[src/rtl/button_bank.sv]
// button_bank: N independent debounced push-button channels with
// one-cycle press/release pulses, a held level and a lowest-index
// press encoder for the game FSM.
// Optional auto-repeat on held buttons: define BUTTON_BANK_REPEAT_EN.
// The release pulse port is named release_pulse because "release"
// is a reserved word in SystemVerilog.

module button_bank_chan #(
    parameter int SYNC_STAGES     = 2,
    parameter int DEBOUNCE_CYCLES = 4,
    parameter int REPEAT_DELAY    = 50,
    parameter int REPEAT_PERIOD   = 10
) (
    input  logic clk,
    input  logic rst_n,
    input  logic raw,
    output logic press,
    output logic rel,
    output logic held
);
    localparam int CNT_W = (DEBOUNCE_CYCLES > 1) ? $clog2(DEBOUNCE_CYCLES + 1) : 1;
    localparam logic [CNT_W-1:0] CNT_MAX = CNT_W'(DEBOUNCE_CYCLES - 1);

    logic [SYNC_STAGES-1:0] sync_q;
    logic [CNT_W-1:0]       cnt;
    logic                   s;
    logic                   flip;
    logic                   rpt_fire;

    assign s    = sync_q[SYNC_STAGES-1];
    assign flip = (s != held) && (cnt == CNT_MAX);

    // Metastability synchroniser on the raw pin
    always_ff @(posedge clk or negedge rst_n) begin
        if (!rst_n) sync_q <= '0;
        else        sync_q <= {sync_q[SYNC_STAGES-2:0], raw};
    end

    // Stability counter, debounced level and registered edge pulses;
    // an accepted edge always wins over a due repeat
    always_ff @(posedge clk or negedge rst_n) begin
        if (!rst_n) begin
            cnt   <= '0;
            held  <= 1'b0;
            press <= 1'b0;
            rel   <= 1'b0;
        end else begin
            press <= flip ? s : rpt_fire;
            rel   <= flip & ~s;
            if (flip) begin
                held <= s;
                cnt  <= '0;
            end else if (s == held) begin
                cnt  <= '0;
            end else begin
                cnt  <= cnt + 1'b1;
            end
        end
    end

`ifdef BUTTON_BANK_REPEAT_EN
    localparam int TMR_MAX = (REPEAT_DELAY > REPEAT_PERIOD) ? REPEAT_DELAY : REPEAT_PERIOD;
    localparam int TMR_W   = $clog2(TMR_MAX + 1);
    localparam logic [TMR_W-1:0] DLY_LAST = TMR_W'(REPEAT_DELAY - 1);
    localparam logic [TMR_W-1:0] PER_LAST = TMR_W'(REPEAT_PERIOD - 1);

    logic [TMR_W-1:0] tmr;
    logic             rpt_ph;   // 0: waiting initial delay, 1: periodic

    assign rpt_fire = held && !flip && (rpt_ph ? (tmr == PER_LAST) : (tmr == DLY_LAST));

    // Hold timer: restarts on every accepted edge, then after each repeat
    always_ff @(posedge clk or negedge rst_n) begin
        if (!rst_n) begin
            tmr    <= '0;
            rpt_ph <= 1'b0;
        end else if (flip) begin
            tmr    <= '0;
            rpt_ph <= 1'b0;
        end else if (held) begin
            if (rpt_fire) begin
                tmr    <= '0;
                rpt_ph <= 1'b1;
            end else begin
                tmr    <= tmr + 1'b1;
            end
        end
    end
`else
    assign rpt_fire = 1'b0;
`endif
endmodule

module button_bank #(
    parameter int N_BUTTONS       = 9,
    parameter int SYNC_STAGES     = 2,
    parameter int DEBOUNCE_CYCLES = 4,
    parameter int REPEAT_DELAY    = 50,
    parameter int REPEAT_PERIOD   = 10,
    localparam int IDX_W          = (N_BUTTONS > 1) ? $clog2(N_BUTTONS) : 1
) (
    input  logic                 clk,
    input  logic                 rst_n,
    input  logic [N_BUTTONS-1:0] raw_button,
    output logic [N_BUTTONS-1:0] press,
    output logic [N_BUTTONS-1:0] release_pulse,
    output logic [N_BUTTONS-1:0] held,
    output logic                 any_press,
    output logic [IDX_W-1:0]     press_idx
);
    // Reject illegal configurations at elaboration
    if (N_BUTTONS < 1 || SYNC_STAGES < 2 || DEBOUNCE_CYCLES < 1 ||
        REPEAT_DELAY < 1 || REPEAT_PERIOD < 1) begin : g_bad_param
        $error("button_bank: illegal parameter value");
    end

    for (genvar i = 0; i < N_BUTTONS; i++) begin : g_chan
        button_bank_chan #(
            .SYNC_STAGES     (SYNC_STAGES),
            .DEBOUNCE_CYCLES (DEBOUNCE_CYCLES),
            .REPEAT_DELAY    (REPEAT_DELAY),
            .REPEAT_PERIOD   (REPEAT_PERIOD)
        ) u_chan (
            .clk   (clk),
            .rst_n (rst_n),
            .raw   (raw_button[i]),
            .press (press[i]),
            .rel   (release_pulse[i]),
            .held  (held[i])
        );
    end

    assign any_press = |press;

    // Lowest-index press wins; scan downward so the last hit is the lowest
    always_comb begin
        press_idx = '0;
        for (int i = N_BUTTONS - 1; i >= 0; i--) begin
            if (press[i]) press_idx = IDX_W'(i);
        end
    end
endmodule

[config.mk]
export PLATFORM = sky130hd
export DESIGN_NAME = button_bank
export DESIGN_NICKNAME = d
export VERILOG_FILES = /design/src/rtl/button_bank.sv
export SDC_FILE = /design/constraint.sdc
export NUM_CORES = 1
export LEC_CHECK = 0
export BUFFER_PORTS_ARGS = -buffer_cell sky130_fd_sc_hd__buf_2
export CAP_MARGIN = 20
export CORE_ASPECT_RATIO = 0.75
export CORE_UTILIZATION = 25
export CTS_CLUSTER_DIAMETER = 60
export DETAILED_ROUTE_END_ITERATION = 16
export HOLD_SLACK_MARGIN = 0.15
export PLACE_DENSITY_LB_ADDON = 0.08
export SYNTH_ARGS = -nofsm -noshare
export SYNTH_HDL_FRONTEND = slang
export SYNTH_HIERARCHICAL = 1
export SYNTH_SLANG_ARGS = --single-unit
[constraint.sdc]
create_clock -name clk -period 1.16 [get_ports clk]
set_input_delay 0.232 -clock clk [delete_from_list [all_inputs] [get_ports clk]]
set_output_delay 0.232 -clock clk [all_outputs]
set_load 0.01 [all_outputs]
==> results of run 1 <==
state kept, by name, summed over array words and instances (netlist names):
register,cells
g_chan.u_chan/cnt,27
g_chan.u_chan/sync_q,18
g_chan.u_chan/held,9
g_chan.u_chan/press,9
g_chan.u_chan/rel,9
layout make-up:
type / instances / area (µm²)
fill: 1009 / 6330
sequential: 72 / 1810
multi-input combinational: 103 / 986
timing repair buffer: 81 / 641
clock buffer: 10 / 229
tap: 136 / 170
clock inverter: 6 / 108
inverter: 15 / 56.3
kinds of logic (layout without fill, tap and decap cells):
logic type,after synthesis,after routing,share of synthesized area (%)
AND/OR/NAND/NOR,62,62,15.2
adder cells (fa/ha/maj),18,18,8.43
flip-flops,72,72,67.4
buffers and inverters,15,112,2.11
multiplexers,4,4,1.69
AO/OA/AOI/OAI,10,10,2.20
XOR/XNOR,9,9,2.95
worst paths after layout:
kind	start	slack [ps]	to
max	g_chan[4].u_chan/press$_DFF_PN0_	-480	press_idx[3]
max reg2reg	g_chan[2].u_chan/cnt[0]$_DFF_PN0_	-20	g_chan[2].u_chan/held$_DFFE_PN0P_
min	g_chan[5].u_chan/sync_q[0]$_DFF_PN0_	340	g_chan[5].u_chan/sync_q[1]$_DFF_PN0_
min in group asynchronous	rst_n	350	g_chan[0].u_chan/held$_DFFE_PN0P_
min reg2reg	g_chan[5].u_chan/sync_q[0]$_DFF_PN0_	340	g_chan[5].u_chan/sync_q[1]$_DFF_PN0_
max in group asynchronous	rst_n	330	g_chan[2].u_chan/rel$_DFF_PN0_
stage by stage:
stage          TNS, ps  instances
2_1_floorplan     -171        190
3_3_place_gp      -752        383
3_5_place_dp      -825        383
4_1_cts          -3420        416
5_1_grt          -4200        423
6_report         -3150        423
cell usage after synthesis:
master    number  area (µm²)
a211oi_1       1        7.51
inv_1         15        56.3
nand2_1        9        33.8
nor2_1        11        41.3
a21oi_1        1        5.00
nor3b_1        5        37.5
dfrtp_1       72        1800
o41ai_1        1        8.76
nor2b_1        2        12.5
o21bai_1       1        7.51
o21ai_0        6        30.0
nor3_1        18        90.1
nor3b_2        9         113
nor4_2         2        25.0
xnor2_1        9        78.8
ha_1          18         225
mux2_2         4        45.0
and3_1         1        6.26
nand3b_1       1        7.51
and3b_2        4        40.0
per-layer routing:
layer | part of all wire [%] | global-route usage [%]
met5 | 0 | 0
met4 | 1.6 | 4.32
met3 | 5.6 | 5.72
met2 | 43 | 14.3
met1 | 50 | 14.3
what timing repair did:
action / CTS / global route
gates cloned: 0 / 0
buffers inserted: 7 / 9
hold buffers: 10 / 0
setup endpoints to repair: 26 / 48
resized for setup: 24 / 32
pin swaps: 2 / 11
endpoints found under the hold margin: 69 / 0
report_power, final:
group / switching [mW] / internal, mW / total, mW
logic: 1.13 / 1.35 / 2.49
clock network: 1.03 / 2.09 / 3.12
registers: 0.307 / 3.07 / 3.37
==> run summary, run 1 <==
P per Cell Area -> 2250 nW/µm²
I/O pins -> 43
Vias in the first global route -> 1700
Post-Syn Area -> 2670 µm²
Crit-path cells -> nor4_4 > and3_1 > buf_2
Maximum vdd ir drop -> 0.732 mV
Stages on worst setup path -> 3
Slew Viols, Final -> 0
First-pass GRT wire length -> 8.71 mm
Num CTS Buffers -> 9
H-tree level count -> 3
GRT Util Overall -> 10.8%
CP peak stage delay -> 440 ps
CP max FO -> 4
RSZ-0062 raised after global routing -> yes
Wire per inst -> 12.2 µm
Total grt overflow -> 0
CP arrival -> 1400 ps
Area growth, synth to finish -> 49.6%
Hold_ws -> 341 ps
DIE HEIGHT -> 91.5 µm
Total power -> 8.98 mW
Worst Hold Class -> reg -> reg
DR pass1 iterations -> 4
Initial DRC Count -> 51
Post-Syn Instances -> 190
Fmax -> 0.612 GHz
Antenna violations before repair -> 0
Die ar. -> 11100 µm²
Avg Cell Area, Syn -> 14.1 µm²
Syn Nets -> 219
Critical path launch point type -> flip-flop
R2R depth -> 3
Clock latency on the worst-skew pair -> 330 ps
Slew headroom -> 66.7%
Clock Path Buffers -> 2
DRC Markers -> 0
Netlist cell types -> 20
#FFs+latches synth -> 72
Core Util, Final -> 38.7%
Clk pin slew, worst setup/hold paths -> 60 ps
Die Width -> 121 µm
Slowest stage cell, crit path -> dfrtp_2
Skew final -> 4.24 ps
Largest net degree at the start of global routing -> 23
Setup-failing EPs final -> 13
Clk sinks -> 72
Worst-Margin Slew -> 496 ps
Failing checks -> setup timing
Leakage Power -> 1.89 nW
Commonest non-fill, non-tap cell in the layout -> dfrtp_1
Hold Path Depth -> 0
Outcome -> complete, but fails checks
Final GP Congestion -> 0.655
Worst setup margin -> -475 ps
Synth warn -> 6
TritonCTS clock tree -> built
DR vias/cell -> 3.99
Placed cell areas -> 3210 µm²
Buf+Inv Stages, Crit Path -> 1
Tcrit/Tclk final -> 141%
Tmin final -> 1640 ps
Area of the core -> 10300 µm²
Initial Util -> 25.9%
Share of post-route cells with drive strength above 1 -> 46.3%
IO Port Bufs -> 42
Crit path kind -> reg -> out
Max-Cap Viols -> 0
Post-DP HPWL -> 3.43 mm
Setup WS pre-CTS -> -188 ps
Final std cell area, no fill -> 4000 µm²
CTS root buf -> clkbuf_16
# rows -> 32
Fin nets -> 311
Worst Setup End Kind -> output pin
Number of antenna repair diodes -> 0
Post-Route WL -> 5.14 mm
Register area share after synthesis -> 67.4%
Commonest non-fill, non-tap cells in the layout -> dfrtp_1, buf_2, buf_6
DR vias -> 1688
CP top delay family -> simple AND/OR/NAND/NOR gates
Worst Path Required -> 930 ps
Antenna-violating nets left -> 0
Final Hold Fails -> 0
Power figures use the tool's default switching activity.
==> run 2: changes to the inputs <==
==> constraint.sdc (replaced) <==
create_clock -name clk -period 1.16 [get_ports clk]
set_input_delay 0.174 -clock clk [delete_from_list [all_inputs] [get_ports clk]]
set_output_delay 0.174 -clock clk [all_outputs]
set_load 0.01 [all_outputs]
==> run 2 against run 1 <==
  * The flow still finishes with violations (setup timing)
  * First-iteration DRC count rose by 22%
  * Fmax rose by 1.3%
  * Cell count shrank 2.6%
  * Total power decreased by 1.6%
  * Core utilization down 1.2 points
  * Via count down 2.3%
  * Setup slack improved by 21 ps
  * Worst hold slack got worse by 70 ps
  * Clock power grew 4%
  * Sequential power rose by 2%
  * Die area unchanged
  * Critical path type unchanged
==> run summary, run 2 (synthesis results as in run 1) <==
Slew Viols, Final -> 0 (unchanged)
Internal power -> 6.43 mW (-1.2%)
TritonCTS clock tree -> built
Worst Hold Class -> in -> async
DR pass1 iterations -> 4 (unchanged)
Crit path kind -> reg -> out
Core Util, Final -> 37.5% (-1.2 points)
IO Port Bufs -> 42 (unchanged)
Largest net degree at the start of global routing -> 31 (+35%)
Share of post-route cells with drive strength above 1 -> 42.0% (-4.3 points)
Combinational power share -> 24.2% (-3.5 points)
Antenna violations before repair -> 0 (unchanged)
Post-DP HPWL -> 3.28 mm (-4.4%)
Antenna-violating nets left -> 0 (unchanged)
Area growth, synth to finish -> 45.0%
Initial DRC Count -> 62 (+22%)
DIE HEIGHT -> 91.5 µm (unchanged)
Failing checks -> setup timing
Tcrit/Tclk final -> 139% (-1.8 points)
Final-layout fill cell count -> 1005 (-0.40%)
Clock Path Buffers -> 2 (unchanged)
Num CTS Buffers -> 9 (unchanged)
Leakage Power -> 1.82 nW (-3.5%)
Hold_ws -> 271 ps (-70.2 ps)
Final Hold Fails -> 0 (unchanged)
CTS root buf -> clkbuf_16
Area of the core -> 10300 µm² (unchanged)
Worst Path Required -> 990 ps (+60 ps)
Clock group share of total power -> 36.7% (+2.0 points)
P per Cell Area -> 2280 nW/µm² (+1.5%)
Total power -> 8.83 mW (-1.6%)
Clock latency on the worst-skew pair -> 330 ps (about the same)
Worst setup margin -> -454 ps (+20.7 ps)
H-tree level count -> 3 (unchanged)
Clk pin slew, worst setup/hold paths -> 60 ps (about the same)
Fin nets -> 300 (-3.5%)
Reg with most FFs -> g_chan.u_chan/cnt
First-pass GRT wire length -> 8.23 mm (-5.5%)
# rows -> 32 (unchanged)
Max-Cap Viols -> 0 (unchanged)
Maximum vdd ir drop -> 0.767 mV (+4.7%)
Largest register FFs -> 27 (unchanged)
Tmin final -> 1610 ps (-20.7 ps)
Die ar. -> 11100 µm² (unchanged)
RSZ-0062 raised after global routing -> yes
DR vias -> 1650 (-2.3%)
CP arrival -> 1440 ps (+40 ps)
Slew headroom -> 70.2% (+3.6 points)
Critical path launch point type -> flip-flop
CP max FO -> 3 (-1)
Worst-Margin Slew -> 443 ps (-53.1 ps)
Biggest regs -> g_chan.u_chan/cnt x27, g_chan.u_chan/sync_q x18
DRC Markers -> 0 (unchanged)
Final GP Congestion -> 0.650 (-0.87%)
Commonest non-fill, non-tap cells in the layout -> dfrtp_1, buf_2, inv_1, nor3_1, buf_6
P_sw -> 2.40 mW (-2.7%)
Post-Route WL -> 4.89 mm (-4.9%)
Initial Util -> 25.9% (unchanged)
CP peak stage delay -> 410 ps (-30 ps)
Worst Setup End Kind -> output pin
Total grt overflow -> 0 (unchanged)
Reg power frac -> 39.1% (+1.5 points)
Number of antenna repair diodes -> 0 (unchanged)
Clk sinks -> 72 (unchanged)
Slowest stage cell, crit path -> dfrtp_1
I/O pins -> 43 (unchanged)
Outcome -> complete, but fails checks
Fmax -> 0.619 GHz (+1.3%)
DR vias/cell -> 4.00 (+0.36%)
Commonest non-fill, non-tap cell in the layout -> dfrtp_1
Die Width -> 121 µm (unchanged)
Skew final -> 4.69 ps (+0.450 ps)
Crit-path cells -> nor4_4 > buf_4 > and3_1 > buf_2
Wire per inst -> 11.9 µm (-2.4%)
Vias in the first global route -> 1707 (+0.41%)
GRT Util Overall -> 10.1% (-0.66 points)
Sw Ratio -> 27.2% (-0.30 points)
Setup-failing EPs final -> 10 (-3)
run 2: changes by cell type in the layout (fill, tap and decap cells not counted), sizes merged:
cell,delta
clkinv,-1
clkbuf,+1
buf,-11
run 2: cell type report:
class | instances | area (µm²) | share of cell area [%]
clock buffer | 11 | 253 | 6.52
clock inverter | 5 | 103 | 2.65
inverter | 15 | 56.3 | 1.45
multi-input combinational | 103 | 947 | 24.4
sequential | 72 | 1810 | 46.6
tap | 136 | 170 | 4.39
timing repair buffer | 70 | 541 | 13.9
run 2: path summary, 6_finish.rpt:
path / start / endpoint / slack, ps / cells past startpoint
worst min-delay path: rst_n / g_chan[1].u_chan/cnt[1]$_DFF_PN0_ / 270 / 2
worst max register to register: g_chan[0].u_chan/cnt[0]$_DFF_PN0_ / g_chan[0].u_chan/held$_DFFE_PN0P_ / 0 / 3
min in group clk: g_chan[8].u_chan/sync_q[0]$_DFF_PN0_ / g_chan[8].u_chan/sync_q[1]$_DFF_PN0_ / 340 / 0
worst min register to register: g_chan[8].u_chan/sync_q[0]$_DFF_PN0_ / g_chan[8].u_chan/sync_q[1]$_DFF_PN0_ / 340 / 0
worst max-delay path: g_chan[6].u_chan/press$_DFF_PN0_ / press_idx[3] / -450 / 4
max in group asynchronous: rst_n / g_chan[7].u_chan/press$_DFF_PN0_ / 430 / 3
run 2: what timing repair did:
| item | CTS | global route |
|---|---|---|
| cloned | 0 | 0 |
| hold endpoints to repair | 81 | 0 |
| gates resized for setup | 20 | 21 |
| endpoints found under the setup margin | 20 | 36 |
| setup buffers | 1 | 4 |
| hold buffers | 10 | 0 |
| pin swaps | 2 | 9 |
run 2: through the flow:
| step | setup TNS [ps] | instance area [µm²] | worst slack, ps | std cells |
|---|---|---|---|---|
| after floorplan | -0.629 | 2680 | -0.629 | 190 |
| after global placement | -562 | 3190 | -135 | 381 |
| after detailed placement | -506 | 3190 | -145 | 381 |
| after CTS | -2510 | 3750 | -490 | 408 |
| after global routing | -3260 | 3870 | -558 | 412 |
| final | -2470 | 3870 | -454 | 412 |
run 2: layer usage:
layer	GRT usage (%)	up-vias	share of wire [%]
met3	4.84	11	5.2
met4	4.94	0	2.1
met1	12.6	806	49
met2	14.5	29	44
li1	-	804	-
met5	0	-	0
run 2: power by group through the flow:
| stage | registers (mW) | logic (mW) | clock network (mW) |
|---|---|---|---|
| 6_report | 3.45 | 2.14 | 3.24 |
| 5_1_grt | 3.53 | 2.44 | 3.43 |
| 4_1_cts | 3.43 | 2.01 | 3.37 |
| 3_5_place_dp | 3.47 | 1.86 | 0 |
| 3_3_place_gp | 3.46 | 1.86 | 0 |
| 2_1_floorplan | 3.50 | 1.14 | 0 |
run 2: worst max-delay path, delay by kind of cell (launching register included):
kind | cells | cell delay [ps]
and+or+nand+nor | 2 | 420
DFF | 1 | 410
buffers and inverters | 2 | 280
==> run 3: changes to the inputs <==
==> constraint.sdc (replaced) <==
create_clock -name clk -period 1.4 [get_ports clk]
set_input_delay 0.21 -clock clk [delete_from_list [all_inputs] [get_ports clk]]
set_output_delay 0.21 -clock clk [all_outputs]
set_load 0.01 [all_outputs]
==> run 3 against run 2 <==
  * The run still ends with setup timing left
  * Routed wire length is 3.6% lower
  * Cell count is 3.2% lower
  * Sequential power decreased by 17%
  * Clock power is 14% lower
  * Register-to-register slack improved by 140 ps
  * Clock-buffer cell count decreased by 2
  * Clock skew grew 3.2 ps
  * Highest routed layer unchanged
==> run summary, run 3 (synthesis results as in run 1) <==
Outcome -> complete, but fails checks
Failing checks -> setup timing
Crit path kind -> reg -> out
Largest register FFs -> 27 (unchanged)
Vias in the first global route -> 1612 (-5.6%)
Worst Hold Class -> in -> async
Combinational power share -> 21.0% (-3.2 points)
Post-Route WL -> 4.71 mm (-3.6%)
DIE HEIGHT -> 91.5 µm (unchanged)
Antenna violations before repair -> 0 (unchanged)
DR vias/cell -> 3.88 (-3.1%)
DRC Markers -> 0 (unchanged)
Worst Path Required -> 1190 ps (+200 ps)
Wire per inst -> 11.8 µm (-0.46%)
H-tree level count -> 3 (unchanged)
I/O pins -> 43 (unchanged)
CP top delay family -> flip-flops
Fmax -> 0.616 GHz
TritonCTS clock tree -> built
Slew Viols, Final -> 0 (unchanged)
Die ar. -> 11100 µm² (unchanged)
Reg power frac -> 40.0% (+0.9 points)
Total grt overflow -> 0 (unchanged)
Worst setup margin -> -224 ps (+230 ps)
Antenna-violating nets left -> 0 (unchanged)
R2R setup slack -> 140 ps (+140 ps)
Core Util, Final -> 35.1% (-2.4 points)
Maximum vdd ir drop -> 0.590 mV (-23%)
DR vias -> 1548 (-6.2%)
GRT Util Overall -> 9.92% (-0.19 points)
Area of the core -> 10300 µm² (unchanged)
Stages on worst setup path -> 4 (unchanged)
Internal power -> 5.23 mW (-19%)
Clock Path Buffers -> 2 (unchanged)
Post-DP HPWL -> 3.22 mm (-1.6%)
First-pass GRT wire length -> 8.09 mm (-1.7%)
Skew final -> 7.91 ps (+3.22 ps)
Sw Ratio -> 26.7% (-0.48 points)
Setup-failing EPs final -> 5 (-5)
Max-Cap Viols -> 0 (unchanged)
Number of antenna repair diodes -> 0 (unchanged)
CTS root buf -> clkbuf_16
Final GP Congestion -> 0.680 (+4.6%)
Biggest regs -> g_chan.u_chan/cnt x27, g_chan.u_chan/sync_q x18
Commonest non-fill, non-tap cells in the layout -> dfrtp_1, buf_2, nor3_1, ha_1, inv_1
Fin nets -> 287 (-4.3%)
RSZ-0062 raised after global routing -> yes
Leakage Power -> 1.75 nW (-3.9%)
Die Width -> 121 µm (unchanged)
Clk pin slew, worst setup/hold paths -> 60 ps (about the same)
IO Port Bufs -> 42 (unchanged)
Slew headroom -> 76.1% (+5.8 points)
Slowest stage cell, crit path -> dfrtp_2
CP arrival -> 1410 ps (-30 ps)
Initial DRC Count -> 47 (-24%)
Clk sinks -> 72 (unchanged)
Total power -> 7.14 mW (-19%)
Tcrit/Tclk final -> 116%
Crit-path cells -> nor4_4 > buf_4 > nor2b_2 > buf_2
Worst reg2reg path endpoint -> g_chan[1].u_chan/held$_DFFE_PN0P_
Worst-Margin Slew -> 355 ps (-88.1 ps)
Setup WS pre-CTS -> 67.1 ps (+213 ps)
Largest net degree at the start of global routing -> 40 (+29%)
Tmin final -> 1620 ps
Commonest non-fill, non-tap cell in the layout -> dfrtp_1
Share of post-route cells with drive strength above 1 -> 34.6% (-7.4 points)
# rows -> 32 (unchanged)
Reg with most FFs -> g_chan.u_chan/cnt
Initial Util -> 25.9% (unchanged)
Num CTS Buffers -> 9 (unchanged)
Buf+Inv Stages, Crit Path -> 2 (unchanged)
Clock group share of total power -> 39.1% (+2.4 points)
Critical path launch point type -> flip-flop
Clock latency on the worst-skew pair -> 330 ps (about the same)
R2R depth -> 3 (unchanged)
P per Cell Area -> 1970 nW/µm² (-14%)
Final Hold Fails -> 0 (unchanged)
P_sw -> 1.90 mW (-21%)
Worst Setup End Kind -> output pin
CP max FO -> 4 (+1)
DR pass1 iterations -> 4 (unchanged)
CP peak stage delay -> 440 ps (+30 ps)
Area growth, synth to finish -> 35.6%
Worst reg2reg startpoint -> g_chan[1].u_chan/cnt[0]$_DFF_PN0_
==> run 3: metal layers <==
metal	global-route usage (%)	up-vias	wire length, µm
met5	0	-	0
met4	5.25	0	114
met3	4.59	9	272
met2	13.2	30	1930
met1	13.1	730	2400
li1	-	779	-
==> run 3: repair_timing <==
item | 4_1_cts | 5_1_grt
endpoints found under the hold margin | 81 | 0
setup endpoints to repair | 5 | 5
gates resized for setup | 6 | 8
hold buffers | 10 | 0
setup buffers | 2 | 1
pin swaps | 5 | 4
==> run 3: power groups by stage <==
stage / Combinational, mW / Clock, mW / Sequential (mW)
4_1_cts: 1.51 / 2.88 / 2.86
5_1_grt: 1.75 / 2.97 / 2.93
2_1_floorplan: 0.935 / 0 / 2.90
3_5_place_dp: 1.47 / 0 / 2.88
6_report: 1.50 / 2.79 / 2.85
3_3_place_gp: 1.46 / 0 / 2.88
==> run 3: layout make-up <==
class	count	area, µm²
fill	1042	6710
sequential	72	1810
multi-input combinational	103	847
timing repair buffer	57	373
clock buffer	9	225
tap	136	170
clock inverter	7	144
inverter	15	56.3
==> run 3: worst max path at each step <==
stage | start | to | slack (ps)
floorplan | g_chan[4].u_chan/press$_DFF_PN0_ | press_idx[3] | 200
global placement | g_chan[2].u_chan/press$_DFF_PN0_ | press_idx[2] | 80
detailed placement | g_chan[4].u_chan/press$_DFF_PN0_ | press_idx[3] | 70
CTS | g_chan[3].u_chan/press$_DFF_PN0_ | press_idx[2] | -270
global route | g_chan[2].u_chan/press$_DFF_PN0_ | press_idx[2] | -330
finish | g_chan[4].u_chan/press$_DFF_PN0_ | press_idx[2] | -220
==> run 3: worst reg2reg max path, cell delays in order (launching register included) <==
cell and delay [ps]:
dfrtp_1 350, ha_1 150, ha_1 280, mux2_2 360
==> run 3: stage by stage <==
stage                     TNS, ps  instance area (µm²)  std cells  hold slack, ps
final                        -953                 3620        399             297
after global routing        -1430                 3620        399             313
after CTS                   -1100                 3600        398             286
after detailed placement        0                 3090        371             100
after global placement          0                 3090        371             103
after floorplan                 0                 2670        190           -85.6
